File: config.mk
export PLATFORM = sky130hd
export DESIGN_NAME = gen_pulsos_flat
export DESIGN_NICKNAME = d
export VERILOG_FILES = /design/src/rtl/gen_pulsos_pkg.sv /design/src/rtl/gen_pulsos_if.sv /design/src/rtl/gen_pulsos_contador_fase.sv /design/src/rtl/gen_pulsos.sv /design/src/flat_wrapper.sv
export SDC_FILE = /design/constraint.sdc
export NUM_CORES = 1
export LEC_CHECK = 0
export BUFFER_PORTS_ARGS = -buffer_cell sky130_fd_sc_hd__buf_2
export CORE_MARGIN = 3
export CORE_UTILIZATION = 45
export CTS_BUF_LIST = sky130_fd_sc_hd__clkbuf_8
export CTS_CLUSTER_SIZE = 20
export DETAILED_ROUTE_END_ITERATION = 16
export GPL_TIMING_DRIVEN = 0
export PLACE_DENSITY = 0.73
export SYNTH_ARGS = -nofsm -noshare
export SYNTH_HDL_FRONTEND = slang
export SYNTH_SLANG_ARGS = --single-unit
File: constraint.sdc
create_clock -name clk_i -period 3.7 [get_ports clk_i]
set_clock_uncertainty 0.15 [all_clocks]
set_input_delay 0.185 -clock clk_i [delete_from_list [all_inputs] [get_ports clk_i]]
set_output_delay 0.185 -clock clk_i [all_outputs]
set_load 0.02 [all_outputs]
File: src/rtl/gen_pulsos_pkg.sv
`default_nettype none
// ============================================================================
// Module      : pulsos_pkg
// Description : Shared state type and default widths for the pulse generator.
// Revision    : 1.0 - initial release
// ============================================================================
package pulsos_pkg;

  localparam int GEN_CNT_W  = 8;
  localparam int GEN_TIME_W = 16;

  typedef enum logic [1:0] {
    IDLE = 2'd0,
    HIGH = 2'd1,
    LOW  = 2'd2,
    DONE = 2'd3
  } gen_state_t;

endpackage
`default_nettype wire

File: src/rtl/gen_pulsos_if.sv
`default_nettype none
// ============================================================================
// Module      : gen_pulsos_if
// Description : Start/parameter request and pulse-train status bundle.
// Revision    : 1.0 - initial release
// ============================================================================
interface gen_pulsos_if
  import pulsos_pkg::*;
#(
  parameter int CNT_W  = GEN_CNT_W,
  parameter int TIME_W = GEN_TIME_W
);

  logic              start_i;
  logic [CNT_W-1:0]  n_pulses_i;
  logic [TIME_W-1:0] high_i;
  logic [TIME_W-1:0] low_i;
  logic              pulse_o;
  logic              busy_o;
  logic              done_o;

  modport master (
    output start_i, n_pulses_i, high_i, low_i,
    input  pulse_o, busy_o, done_o
  );

  modport slave (
    input  start_i, n_pulses_i, high_i, low_i,
    output pulse_o, busy_o, done_o
  );

endinterface
`default_nettype wire

File: src/rtl/gen_pulsos_contador_fase.sv
`default_nettype none
// ============================================================================
// Module      : contador_fase
// Description : Loadable phase down counter; a zero load is clamped to one.
// Revision    : 1.0 - initial release
// ============================================================================
module contador_fase
  import pulsos_pkg::*;
#(
  parameter int TIME_W = GEN_TIME_W
) (
  input  logic              clk_i,
  input  logic              rst_i,
  input  logic              load_i,
  input  logic [TIME_W-1:0] value_i,
  output logic              end_o
);

  localparam logic [TIME_W-1:0] c_one = TIME_W'(1);

  logic [TIME_W-1:0] r_cnt;
  logic [TIME_W-1:0] w_load_val;

  always_comb begin
    w_load_val = (value_i == '0) ? c_one : value_i;
  end

  // Counts down to zero and parks there, so it never wraps between phases.
  always_ff @(posedge clk_i or posedge rst_i) begin
    if (rst_i) begin
      r_cnt <= '0;
    end else if (load_i) begin
      r_cnt <= w_load_val;
    end else if (r_cnt != '0) begin
      r_cnt <= r_cnt - c_one;
    end
  end

  assign end_o = (r_cnt == c_one);

endmodule
`default_nettype wire

File: src/rtl/gen_pulsos.sv
`default_nettype none
// ============================================================================
// Module      : gen_pulsos
// Description : Programmable pulse-train generator with completion strobe.
// Revision    : 1.0 - initial release
// ============================================================================
module gen_pulsos
  import pulsos_pkg::*;
#(
  parameter int CNT_W  = GEN_CNT_W,
  parameter int TIME_W = GEN_TIME_W
) (
  input  logic         clk_i,
  input  logic         rst_i,
  gen_pulsos_if.slave  bus
);

  localparam logic [CNT_W-1:0] c_cnt_one = CNT_W'(1);

  gen_state_t        r_state;
  logic [CNT_W-1:0]  r_remaining;
  logic [TIME_W-1:0] r_high;
  logic [TIME_W-1:0] r_low;
  logic              r_pulse;
  logic              r_busy;
  logic              r_done;

  logic              w_load;
  logic [TIME_W-1:0] w_load_val;
  logic              w_phase_end;

  // Phase-counter reload; IDLE loads straight from the bus since the latch
  // of high_i happens on the same edge.
  always_comb begin
    w_load     = 1'b0;
    w_load_val = r_high;
    case (r_state)
      IDLE: begin
        if (bus.start_i && (bus.n_pulses_i != '0)) begin
          w_load     = 1'b1;
          w_load_val = bus.high_i;
        end
      end
      HIGH: begin
        if (w_phase_end && (r_remaining != c_cnt_one)) begin
          w_load     = 1'b1;
          w_load_val = r_low;
        end
      end
      LOW: begin
        if (w_phase_end) begin
          w_load     = 1'b1;
          w_load_val = r_high;
        end
      end
      default: begin
        w_load = 1'b0;
      end
    endcase
  end

  contador_fase #(
    .TIME_W (TIME_W)
  ) u_contador_fase (
    .clk_i   (clk_i),
    .rst_i   (rst_i),
    .load_i  (w_load),
    .value_i (w_load_val),
    .end_o   (w_phase_end)
  );

  always_ff @(posedge clk_i or posedge rst_i) begin
    if (rst_i) begin
      r_state     <= IDLE;
      r_remaining <= '0;
      r_high      <= '0;
      r_low       <= '0;
      r_pulse     <= 1'b0;
      r_busy      <= 1'b0;
      r_done      <= 1'b0;
    end else begin
      case (r_state)
        IDLE: begin
          r_pulse <= 1'b0;
          r_busy  <= 1'b0;
          r_done  <= 1'b0;
          if (bus.start_i) begin
            r_high      <= bus.high_i;
            r_low       <= bus.low_i;
            r_remaining <= bus.n_pulses_i;
            if (bus.n_pulses_i == '0) begin
              r_state <= DONE;
              r_done  <= 1'b1;
            end else begin
              r_state <= HIGH;
              r_pulse <= 1'b1;
              r_busy  <= 1'b1;
            end
          end
        end
        HIGH: begin
          if (w_phase_end) begin
            r_remaining <= r_remaining - c_cnt_one;
            r_pulse     <= 1'b0;
            if (r_remaining == c_cnt_one) begin
              r_state <= DONE;
              r_busy  <= 1'b0;
              r_done  <= 1'b1;
            end else begin
              r_state <= LOW;
            end
          end
        end
        LOW: begin
          if (w_phase_end) begin
            r_state <= HIGH;
            r_pulse <= 1'b1;
          end
        end
        default: begin
          r_state <= IDLE;
          r_pulse <= 1'b0;
          r_busy  <= 1'b0;
          r_done  <= 1'b0;
        end
      endcase
    end
  end

  assign bus.pulse_o = r_pulse;
  assign bus.busy_o  = r_busy;
  assign bus.done_o  = r_done;

endmodule
`default_nettype wire

File: src/flat_wrapper.sv
// flat-port wrapper written by rule: the top's interface ports become plain ports
module gen_pulsos_flat import pulsos_pkg::*;
#(
  parameter int CNT_W  = GEN_CNT_W,
  parameter int TIME_W = GEN_TIME_W
)
  (clk_i, rst_i, bus_start_i, bus_n_pulses_i, bus_high_i, bus_low_i, bus_pulse_o, bus_busy_o, bus_done_o);
  gen_pulsos_if #(.CNT_W(CNT_W), .TIME_W(TIME_W)) bus_i ();
  input  logic clk_i;
  input  logic rst_i;
  input wire logic [$bits(bus_i.start_i)-1:0] bus_start_i;
  input wire logic [$bits(bus_i.n_pulses_i)-1:0] bus_n_pulses_i;
  input wire logic [$bits(bus_i.high_i)-1:0] bus_high_i;
  input wire logic [$bits(bus_i.low_i)-1:0] bus_low_i;
  output wire logic [$bits(bus_i.pulse_o)-1:0] bus_pulse_o;
  output wire logic [$bits(bus_i.busy_o)-1:0] bus_busy_o;
  output wire logic [$bits(bus_i.done_o)-1:0] bus_done_o;
  assign bus_i.start_i = bus_start_i;
  assign bus_i.n_pulses_i = bus_n_pulses_i;
  assign bus_i.high_i = bus_high_i;
  assign bus_i.low_i = bus_low_i;
  assign bus_pulse_o = bus_i.pulse_o;
  assign bus_busy_o = bus_i.busy_o;
  assign bus_done_o = bus_i.done_o;
  gen_pulsos #(.CNT_W(CNT_W), .TIME_W(TIME_W)) u_core (.clk_i(clk_i), .rst_i(rst_i), .bus(bus_i));
endmodule
---- Yosys cells after proc, flatten, opt, wreduce, memory -nomap -nowiden ----
Cells that the tools add are included.
cells by class
  add/sub/neg operators ................... 2
  equality and inequality tests ........... 9
  muxes and demuxes ....................... 32
  bitwise logic cells ..................... 1
  reductions and logical operators ........ 14
operator list
  operator                                                                  number
  16-bit two-way mux                                                        5
  16-bit one-hot mux with 2 select lines                                    1
  16-bit by 1-bit == test with 1-bit output (second input constant)         1
  16-bit logical NOT                                                        1
  8-bit two-way mux                                                         2
  8-bit one-hot mux with 2 select lines                                     1
  16-bit nonzero test                                                       1
  16-bit by 1-bit subtractor with 16-bit output (second input constant)     1
  1-bit two-way mux                                                         14
  1-bit one-hot mux with 3 select lines                                     4
  3-bit AND reduction                                                       3
  8-bit by 1-bit == test with 1-bit output (second input constant)          1
  8-bit logical NOT                                                         1
  2-bit two-way mux                                                         4
  8-bit by 1-bit inequality test with 1-bit output (second input constant)  1
  8-bit nonzero test                                                        1
  8-bit by 1-bit subtractor with 8-bit output (second input constant)       1
  2-bit by 1-bit inequality test with 1-bit output (second input constant)  3
  2-bit one-hot mux with 3 select lines                                     1
  2-bit AND reduction                                                       2
  2-bit nonzero test                                                        2
  2-bit by 1-bit == test with 1-bit output (second input constant)          1
  2-bit == test (second input constant)                                     1
  1-bit logical AND                                                         2
  3 further kinds                                                           3
word-level totals
  bits in registers ....................... 61
  input port bits ......................... 43
  output and inout port bits .............. 3
  logic and storage cells ................. 66

---- Depth between registers and ports, before layout ----
Gate-level depths: netlist of run 1.
  depth in word-level cells ............... 7
  gate-level depth with buffers ........... 10
  depth with buffers taken out ............ 8

---- Cells and area by module ----
From an unflattened synthesis of run 1, not the netlist that was laid out.
second synthesis, totals
  cells, all modules ...................... 325
  area total of the unflattened synthesis .. 3467.1 um2
by module, submodules not included
  module         times used  cells an instance  area each (um2)  seq. area each (um2)
  gen_pulsos     1           210                2381.0           1126.1
  contador_fase  1           115                1086.0           400.4

---- Worst setup path after synthesis of run 1 ----
No wires, ideal clock.
  path kind ............................... register to register
  from .................................... reg u_core.u_contador_fase.r_cnt[1]
  to ...................................... reg u_core.u_contador_fase.r_cnt[0]
  setup time .............................. 0.066 ns
  arrival ................................. 2.136 ns
  data required time ...................... 3.484 ns
  path slack .............................. 1.348 ns
  stages on the path, launching flop included .. 9
  path buffers ............................ 0
  clock period less this slack ............ 2.352 ns
  cell sequence ........................... dfrtp_1 inv_1 ha_1 nor4b_2 nand4_1 nor3_4 mux2_2 nor3_1 a41o_1
on the way
  longest elaborated chain between the ends .. 7
  elaborated cells between the ends (all ways) .. 12
  classes of those cells .................. eq/ne: 1; mux: 7; reduce/logical: 4
RTL lines
  what                                       line                            text
  start: declaration                         gen_pulsos_contador_fase.sv:21  logic [TIME_W-1:0] r_cnt;
  start signal: assignment                   gen_pulsos_contador_fase.sv:33  r_cnt <= w_load_val;
  start signal: assignment                   gen_pulsos_contador_fase.sv:35  r_cnt <= r_cnt - c_one;
  16-bit by 1-bit == test with 1-bit output  gen_pulsos_contador_fase.sv:39  assign end_o = (r_cnt == c_one);
  1-bit logical AND                          gen_pulsos.sv:45                if (w_phase_end && (r_remaining != c_cnt_one)) begin
  16-bit two-way mux                         gen_pulsos.sv:45
  16-bit one-hot mux with 2 select lines     gen_pulsos.sv:37                case (r_state)
  16-bit logical NOT                         gen_pulsos_contador_fase.sv:25  w_load_val = (value_i == '0) ? c_one : value_i;
  16-bit two-way mux                         gen_pulsos_contador_fase.sv:25
  16-bit two-way mux                         gen_pulsos_contador_fase.sv:32  end else if (load_i) begin
Parallel ways exist; a longest one is shown, timed or not.
A chain may end at the register's enable or synchronous reset.

---- Final worst setup path of run 1 ----
Same ends and word-level chain as after synthesis.

==> results of run 1 <==
[final timing paths]
path / cells past startpoint / slack [ns] / start / to
max reg2reg: 8 / 0.87 / u_core.u_contador_fase.r_cnt[1]$_DFFE_PP0P_ / u_core.u_contador_fase.r_cnt[0]$_DFFE_PP0P_
min in group asynchronous: 3 / 0.29 / rst_i / u_core.r_high[14]$_DFFE_PP0P_
max in group asynchronous: 4 / 2.53 / rst_i / u_core.u_contador_fase.r_cnt[13]$_DFFE_PP0P_
max: 8 / 0.87 / u_core.u_contador_fase.r_cnt[1]$_DFFE_PP0P_ / u_core.u_contador_fase.r_cnt[0]$_DFFE_PP0P_
min reg2reg: 1 / 0.33 / u_core.bus.busy_o$_DFFE_PP0P_ / u_core.bus.busy_o$_DFFE_PP0P_
min: 3 / 0.003 / bus_n_pulses_i[1] / u_core.r_remaining[1]$_DFFE_PP0P_
[flip-flops by register name, indices dropped and copies added (netlist names)]
register                      cells
u_core.r_high                    16
u_core.bus.pulse_o                1
u_core.u_contador_fase.r_cnt     16
u_core.r_low                     16
u_core.bus.busy_o                 1
u_core.r_state                    2
u_core.r_remaining                8
u_core.bus.done_o                 1
[area by class of cell]
cell class,count,share of cell area [%]
inverters,6,0.4952
flip-flops and latches,61,33.56
multi-input cells,274,41.95
plain buffers,21,2.228
repair buffers,81,13.09
well taps,99,2.724
clock inverters,7,3.219
clock buffers,9,2.724
[worst max-delay path, cell delays in order, from the launching register on]
cell     delay [ns]
dfrtp_1        0.40
inv_1          0.13
ha_1           0.22
nor4b_2        0.29
nand4_1        0.38
nor2_1         0.43
nor2_1         0.09
nor3_1         0.44
a41o_1         0.24
[power by group through the flow]
stage / registers (mW) / clock network (mW) / logic, mW
after global routing: 1.36 / 0.842 / 1.63
final: 1.32 / 0.803 / 1.48
after global placement: 1.30 / 0 / 1.37
after floorplan: 1.25 / 0 / 1.11
after detailed placement: 1.32 / 0 / 1.43
after CTS: 1.31 / 0.811 / 1.46
[placed cells by master (no fill, tap or decap), types with 11 or more instances in the layout]
cell type	Yosys	routed
nor2_1	27	27
nand2_1	32	32
dlygate4sd3_1	0	35
nor4_1	12	12
o21ai_0	15	15
dfrtp_1	61	61
buf_2	6	51
nand3_1	11	11
a21oi_1	28	28
mux2_2	32	32
[logic make-up (layout without fill, tap and decap cells)]
| kind of cell | after synthesis | after routing | synth area share [%] |
|---|---|---|---|
| compound gates | 90 | 90 | 16.88 |
| xor+xnor | 12 | 12 | 2.954 |
| buf+inv | 27 | 124 | 3.481 |
| fa+ha+maj | 5 | 5 | 1.758 |
| mux | 36 | 36 | 11.25 |
| flops | 61 | 61 | 42.90 |
| simple gates | 131 | 131 | 20.78 |
[metrics by stage]
stage	instance area, µm²	hold WS (ns)	total power, mW
6_report	4548	0.003365	3.602
5_1_grt	4548	0.03902	3.834
4_1_cts	4548	0.002927	3.586
3_5_place_dp	3928	0.1231	2.747
3_3_place_gp	3908	0.2666	2.674
2_1_floorplan	3558	0.1518	2.357
[layer usage]
layer	up-vias	GRT usage [%]	routed length, µm
li1	1527	-	-
met1	1597	28.98	4076
met2	92	36.11	4505
met3	23	4.462	475
met4	0	8.053	235
met5	-	0	0
==> summary.md, run 1 <==
| Metric | Value |
|---|---|
| Main synth FF type | dfrtp_1 |
| Netlist cell types | 60 |
| Min-delay worst type | in2reg |
| Peak VDD IR | a little over 0.0004 V |
| RD Place Congestion | roughly 0.85 |
| Ranking of synthesized cells by area | dfrtp_1 43%, mux2_2 10%, a21oi_1 3.9%, nand2_1 3.4%, nor2_1 2.8% |
| Tcrit/Tclk final | between 70% and 80% |
| CTS tree | done |
| Antenna Nets Post-Route | 0 |
| Die X-Extent | 94.93 µm |
| Largest net degree at the start of global routing | 38 |
| Synth async-reset ratio | 100.0% |
| Synthesis-to-finish area growth | 27.81% |
| # DRC | 0 |
| CTS H-tree lvls | 3 |
| Syn nets | between 400 and 500 |
| Crit Path Class | reg2reg |
| Synth Warn # | 0 |
| Core Rows | 31 |
| Clock insertion delay at the later pin of the skew report | ~0.34 ns |
| Worst slew margin relative to its limit | 52.57% |
| Static leakage | between 1.5 and 2 nW |
| Switching part of the total | about 39% |
| Die Y | around 95 µm |
| Footprint of the multi-input gates | 1908 µm² |
| CTS max path bufs | 2 |
| Nets | approximately 500 |
| Count of input and output buffers | 45 |
| Int Pwr | roughly 2.2 mW |
| Initial DRC count | 209 |
| Synth Cell Area | roughly 3600 µm² |
| Via count | approximately 3200 |
| Comb power frac | between 40% and 50% |
| Pre-CTS setup slack | just under 1 ns |
| Worst-path clk slew | 0.07 ns |
| Wire length per cell | around 17 µm |
| Via-to-Cell Ratio | 5.805 |
| CTS Root Cell | clkbuf_8 |
| Critical path required time | ~3.8 ns |
| Clk pwr share | ~22% |
| Area occupied by registers | around 1500 µm² |
| Status | finished, final reports clean |
| Synth area leader | dfrtp_1 |
| Ratio of cells with drive above 1 in the final layout | between 20% and 30% |
| Post-synthesis cell count | 362 |
| Synth cell count leaders | 61 x dfrtp_1, 32 x mux2_2, 32 x nand2_1 |
| Num ports | 46 |
| Cts bufs inserted | 9 |
| Most common cell in the synthesized netlist | dfrtp_1 |
| # setup viols final | 0 |
| Worst Setup End Kind | flip-flop |
| Final core utilization | between 60% and 70% |
| Clk sinks | 61 |
| Die area | 9011 µm² |
| Ant. Diodes | 0 |
| Pre-Repair DR Iteration Count | 4 |
| Unrepaired setup endpoints after global routing | false |
| Post-CTS Resized | 0 |
| Max frequency | 0.3533 GHz |
| Detailed Place HPWL | roughly 6600 µm |
| WP data arrival | between 2 and 3 ns |
| First-pass GRT wire length | between 15000 and 20000 µm |
| Synth Register Bits | slightly above 60 |
| Initial core utilization | between 40% and 50% |
| Postcts setup bufs | 0 |
| P_sw | between 1 and 1.5 mW |
| Pwr/cell area | 791.9 nW/µm² |
| Post-synth EDFFs | 0 |
| Critical Path Fanout Max | 7 |
| # hold bufs at CTS | 35 |
| Synth top area share | between 40 and 50% |
| Worst Setup Start Kind | flip-flop |
| Syn Area/Cell | 9.830 µm² |
| Hold Fails Final Rpt | 0 |
| GR Overflow Total | 0 |
| Vias in the first global route | between 3000 and 4000 |
| Placed Instances | 507 |
| Fin cells | 558 |
| Post-synthesis sequential area ratio | 42.90% |
| Worst-Margin Slew | 0.7050 ns |
| Core area | between 7000 and 8000 µm² |
| Wirelength, routed | between 9000 and 10000 µm |
| Worst Slack Setup Final | ~0.87 ns |
| Final setup TNS | 0 ns |
| Antenna violations before repair | 0 |
| Max_cap viols | 0 |
| Gr usage total | between 20% and 30% |
| Final min period | approximately 2.8 ns |
| Fillers | 617 |
| Reg power frac | 36.6% |
| Slew Limit Fails | 0 |
Note: power is estimated with default switching activity, not from simulation.
==> run 2: changes to the inputs <==
- clock period: 3.7 -> 2.9 ns (I/O delays scaled with it)
==> run 2 against run 1 <==
Against the previous run: sequential power is 27% higher; count of clock-buffer cells in the layout stayed put; combinational power is 28% higher; hold slack better by 0.022 ns; critical path depth stayed put; setup slack worse by 0.69 ns; largest power group unchanged; highest routed layer unchanged.
==> summary.md, run 2 (synthesis gave the netlist of run 1 again) <==
| Metric | Value |
|---|---|
| Worst Setup Start Kind | flip-flop |
| Min-delay worst type | in2reg |
| Via count | between 3000 and 4000 |
| Final setup TNS | 0 ns |
| Worst-path clk slew | roughly 0.07 ns |
| Worst-Margin Slew | 0.6921 ns |
| Synthesis-to-finish area growth | 29.57% |
| RD Place Congestion | 0.8487 |
| CTS tree | done |
| Final min period | approximately 2.7 ns |
| Max frequency | around 0.37 GHz |
| Clk sinks | just over 60 |
| Die X-Extent | around 95 µm |
| Top Registers | u_core.r_high x16, u_core.r_low x16, u_core.u_contador_fase.r_cnt x16 |
| Hold Fails Final Rpt | 0 |
| Via-to-Cell Ratio | a little under 6 |
| Worst slew margin relative to its limit | a little over half |
| Antenna violations before repair | 0 |
| CP delay by family, top | simple AND/OR/NAND/NOR gates |
| Critical Path Fanout Max | 7 |
| Unrepaired setup endpoints after global routing | false |
| Slowest-stage cell, CP | nand4_1 |
| Count of input and output buffers | between 40 and 50 |
| # setup viols final | 0 |
| Commonest non-fill, non-tap cell in the layout | dfrtp_1 |
| Static leakage | between 1.5 and 2 nW |
| Crit-path cells | inv_1 > ha_1 > nor4b_2 > nand4_1 > nor3_4 > mux2_2 > nor3_1 > a41o_1 |
| WP buf/inv | 1 |
| Hold slack | between 0.02 and 0.03 ns |
| Wire length per cell | roughly 17 µm |
| WP data arrival | roughly 2.9 ns |
| CTS H-tree lvls | 3 |
| Detailed Place HPWL | between 6000 and 7000 µm |
| Core area | about 7400 µm² |
| Die Y | 94.93 µm |
| Gr usage total | around 22% |
| Die area | about 9000 µm² |
| Largest net degree at the start of global routing | 38 |
| Max_cap viols | 0 |
| Clock insertion delay at the later pin of the skew report | ~0.34 ns |
| Cts bufs inserted | 9 |
| Antenna Nets Post-Route | 0 |
| Vias in the first global route | 3195 |
| Pre-Repair DR Iteration Count | 6 |
| Slew Limit Fails | 0 |
| Fillers | 610 |
| Slowest stage delay, CP | 0.41 ns |
| Ant. Diodes | 0 |
| Wirelength, routed | roughly 9400 µm |
| Worst Setup End Kind | flip-flop |
| Ratio of cells with drive above 1 in the final layout | a little over a quarter |
| Num ports | 46 |
| GR Overflow Total | 0 |
| Pwr/cell area | approximately 1000 nW/µm² |
| First-pass GRT wire length | roughly 15000 µm |
| CTS max path bufs | 2 |
| Status | finished, final reports clean |
| Crit Path Class | reg2reg |
| Tcrit/Tclk final | between 90% and 100% |
| Core Rows | 31 |
| Nets | approximately 510 |
| Initial DRC count | between 200 and 250 |
| Most frequent cells in the layout | 61 x dfrtp_1, 51 x buf_2, 39 x dlygate4sd3_1, 32 x mux2_2, 32 x nand2_1 |
| Peak VDD IR | about 0.00054 V |
| # DRC | 0 |
| CTS Root Cell | clkbuf_8 |
| Critical path required time | 3.03 ns |
| Initial core utilization | between 40% and 50% |
[run 2: what timing repair did]
| item | CTS | global route |
|---|---|---|
| setup buffers | 0 | 2 |
| hold buffers | 39 | 0 |
| hold endpoints to repair | 62 | 0 |
| gates resized for setup | 0 | 2 |
| endpoints found under the setup margin | 0 | 2 |
[run 2: layer usage]
layer | vias to the layer above | GRT usage, % | part of all wire, %
met1 | 1576 | 28.93 | 43
met5 | - | 0 | 0
met4 | 0 | 8.534 | 2.7
met3 | 27 | 4.542 | 5.4
met2 | 113 | 36.58 | 48
li1 | 1538 | - | -
[run 2: tightest hold or removal path: stages]
cell,delay (ns)
buf_2,0.10
o22ai_1,0.09
a21oi_1,0.13
[run 2: metrics by stage]
stage	instance area, µm²	util, %	instances	worst slack [ns]	total power [mW]
floorplan	3558	-	362	0.5478	3.007
global placement	3908	52.47	506	0.1645	3.412
detailed placement	3928	52.74	507	0.1642	3.505
CTS	4588	61.61	562	0.1129	4.580
global route	4611	61.91	564	0.03465	4.902
finish	4611	61.91	564	0.1842	4.608
[run 2: final timing paths]
kind | startpoint | to | slack [ns] | cells after the start
max in group asynchronous | rst_i | u_core.u_contador_fase.r_cnt[13]$_DFFE_PP0P_ | 1.77 | 4
setup reg to reg | u_core.u_contador_fase.r_cnt[1]$_DFFE_PP0P_ | u_core.u_contador_fase.r_cnt[0]$_DFFE_PP0P_ | 0.18 | 8
min in group asynchronous | rst_i | u_core.r_high[14]$_DFFE_PP0P_ | 0.25 | 3
hold / removal | bus_n_pulses_i[7] | u_core.r_remaining[7]$_DFFE_PP0P_ | 0.03 | 3
hold reg to reg | u_core.bus.busy_o$_DFFE_PP0P_ | u_core.bus.busy_o$_DFFE_PP0P_ | 0.34 | 1
setup / recovery | u_core.u_contador_fase.r_cnt[1]$_DFFE_PP0P_ | u_core.u_contador_fase.r_cnt[0]$_DFFE_PP0P_ | 0.18 | 8
[run 2: layout make-up]
class	count	area (µm²)	share of cell area, %
multi-input cells	274	1916	41.55
clock inverters	7	146.4	3.175
clock buffers	9	123.9	2.687
inverters	6	22.52	0.4885
well taps	99	123.9	2.687
plain buffers	21	101.3	2.198
repair buffers	87	650.6	14.11
flip-flops and latches	61	1526	33.11
[run 2: where the power goes]
part,switching [mW],internal [mW],total (mW),leakage [nW]
registers,0.407,1.28,1.68,0.726
logic,1.02,0.879,1.90,1.12
clock network,0.361,0.664,1.02,0.134
total,1.79,2.82,4.61,1.98
==> run 3: changes to the inputs <==
- REMOVE_ABC_BUFFERS: not set -> 1
==> run 3 against run 2 <==
Against the previous run: the flow now finishes with violations (negative hold slack); critical path depth is 1 higher; sequential share of layout area is 0.53 points higher; total power is 5.5% lower; largest power group unchanged.
==> summary.md, run 3 (synthesis gave the netlist of run 1 again) <==
| Metric | Value |
|---|---|
| Reg power frac | roughly 40% |
| Tcrit/Tclk final | 91.10% |
| Hold Crit Start | bus_n_pulses_i[1] |
| DP Area | between 3000 and 4000 µm² |
| Cts bufs inserted | 9 |
| Ratio of cells with drive above 1 in the final layout | 28.60% |
| Pwr/cell area | 958.0 nW/µm² |
| Synthesis-to-finish area growth | 27.74% |
| Core area | between 7000 and 8000 µm² |
| Critical Path Fanout Max | 4 |
| Nets | ~490 |
| Status | finished with violations |
| GR Util met2 | roughly 36% |
| Slew Limit Fails | 0 |
| Most frequent cells in the layout | 59 x dfrtp_1, 45 x buf_2, 38 x dlygate4sd3_1, 32 x mux2_2, 32 x nand2_1 |
| Hold Fails Final Rpt | 1 |
| P_sw | 1.793 mW |
| Max_cap viols | 0 |
| Int Pwr | approximately 2.6 mW |
| # DRC | 0 |
| Worst Setup End Kind | flip-flop |
| Top Registers | u_core.r_high x16, u_core.r_low x16, u_core.u_contador_fase.r_cnt x16 |
| Pre-Repair DR Iteration Count | 5 |
| CTS max path bufs | 2 |
| Hold slack | -0.001269 ns |
| Vias in the first global route | 3124 |
| Core Rows | 31 |
| Peak VDD IR | roughly 0.00048 V |
| Die area | 9011 µm² |
| Die Y | 94.93 µm |
| Worst-path clk slew | 0.08 ns |
| GR Overflow Total | 0 |
| Switching part of the total | a little over 40% |
| Crit Path Class | reg2reg |
| Static leakage | 1.940 nW |
| Clock insertion delay at the later pin of the skew report | around 0.35 ns |
| Via count | approximately 3200 |
| Clk sinks | a little over 60 |
| Comb power frac | slightly above 40% |
| First-pass GRT wire length | around 15000 µm |
| Clk pwr share | between 10% and 20% |
| Worst-Margin Slew | 1.186 ns |
| Final min period | roughly 2.6 ns |
| Initial DRC count | between 200 and 300 |
| CTS tree | done |
| Final instance area | between 4000 and 5000 µm² |
| Antenna Nets Post-Route | 0 |
| Min-delay worst type | in2reg |
| Failing checks | negative hold slack |
| Largest net degree at the start of global routing | between 40 and 50 |
| CTS H-tree lvls | 3 |
| Hold depth | 3 |
| CTS Root Cell | clkbuf_8 |
| Unrepaired setup endpoints after global routing | false |
| Commonest non-fill, non-tap cell in the layout | dfrtp_1 |
| RD Place Congestion | just over 0.8 |
| Die X-Extent | about 95 µm |
| Wirelength, routed | ~9100 µm |
| GR Layer Usage met1 | between 20% and 30% |
| Ant. Diodes | 0 |
| # setup viols final | 0 |
| Wire length per cell | around 17 µm |
| Num ports | 46 |
| WP data arrival | 2.78 ns |
| Via-to-Cell Ratio | 5.791 |
| GRT Max-Usage Layer | met2 |
| R2R depth | 9 |
| Max frequency | ~0.38 GHz |
| Hold EP | u_core.r_remaining[1]$_DFFE_PP0P_ |
| Worst Setup Start Kind | flip-flop |
| Worst slew margin relative to its limit | between 20% and 30% |
| Setup slack, reg-to-reg | 0.26 ns |
| Grt met3 use | under 10% |
| Initial core utilization | about 48% |
| Detailed Place HPWL | 6000 µm |
| Gr usage total | between 20% and 30% |
| R2r endpoint | u_core.u_contador_fase.r_cnt[0]$_DFFE_PP0P_ |
| Worst r2r src | u_core.u_contador_fase.r_cnt[1]$_DFFE_PP0P_ |
| Count of input and output buffers | 45 |
| Critical path required time | ~3.0 ns |
| Antenna violations before repair | 0 |
[run 3: cell types whose count changed in the layout (fill, tap and decap cells not counted), moves of 2 or more]
cell | before | now
clkbuf_1 | 9 | 0
buf_2 | 51 | 45
buf_1 | 4 | 0
buf_4 | 2 | 6
bufinv_16 | 4 | 1
inv_6 | 1 | 4
dfrtp_1 | 61 | 59
dfrtp_2 | 0 | 2
[run 3: worst max path at each step]
stage / from / cells after the start / endpoint
floorplan: u_core.r_state[0]$_DFFE_PP0P_ / 6 / u_core.u_contador_fase.r_cnt[0]$_DFFE_PP0P_
global placement: u_core.r_state[0]$_DFFE_PP0P_ / 5 / u_core.u_contador_fase.r_cnt[2]$_DFFE_PP0P_
detailed placement: u_core.r_state[0]$_DFFE_PP0P_ / 8 / u_core.u_contador_fase.r_cnt[0]$_DFFE_PP0P_
CTS: u_core.r_state[0]$_DFFE_PP0P_ / 8 / u_core.u_contador_fase.r_cnt[0]$_DFFE_PP0P_
global route: u_core.u_contador_fase.r_cnt[1]$_DFFE_PP0P_ / 8 / u_core.u_contador_fase.r_cnt[0]$_DFFE_PP0P_
finish: u_core.u_contador_fase.r_cnt[1]$_DFFE_PP0P_ / 9 / u_core.u_contador_fase.r_cnt[0]$_DFFE_PP0P_
[run 3: area by class of cell]
type | instances | area, µm²
flip-flops and latches | 61 | 1529
repair buffers | 93 | 708.2
clock inverters | 7 | 78.83
inverters | 6 | 22.52
fillers | 632 | 2902
multi-input cells | 275 | 1959
well taps | 99 | 123.9
clock buffers | 9 | 123.9
[run 3: repair_timing]
action                                  4_1_cts  5_1_grt
hold buffers                                 38        0
gates cloned                                  1        0
resized for setup                             6        4
hold endpoints to repair                     58        0
pin swaps                                     0        1
buffers inserted                              0        6
endpoints found under the setup margin       20        2
[run 3: worst max-delay path: stages (launching register included)]
cell and delay, ns:
dfrtp_1 0.40, inv_1 0.12, ha_1 0.22, nor4b_2 0.29, nand4_1 0.16, buf_4 0.18
nor3_4 0.31, mux2_2 0.37, nor3_1 0.19, a41o_1 0.19
[run 3: metrics by stage]
step	utilization, %	cells	setup TNS (ns)	setup slack [ns]	power (mW)
2_1_floorplan	-	341	-81.73	-2.415	2.952
6_report	61.04	550	0	0.2581	4.355
4_1_cts	60.25	544	0	0.03611	4.324
5_1_grt	61.04	550	0	0.08107	4.664
3_3_place_gp	51.11	485	-172.20	-4.401	3.338
3_5_place_dp	52.00	489	-6.263	-0.5298	3.445
[run 3: power groups by stage]
stage,combinational [mW],sequential [mW],clock [mW]
finish,1.80,1.75,0.803
global route,2.00,1.81,0.853
CTS,1.77,1.73,0.815
detailed placement,1.70,1.74,0
global placement,1.62,1.71,0
floorplan,1.32,1.64,0
[run 3: layer usage]
layer / share of wire (%) / up-vias
met1: 43 / 1555
met5: 0 / -
li1: - / 1506
met3: 5.5 / 15
met2: 50 / 109
met4: 1.4 / 0
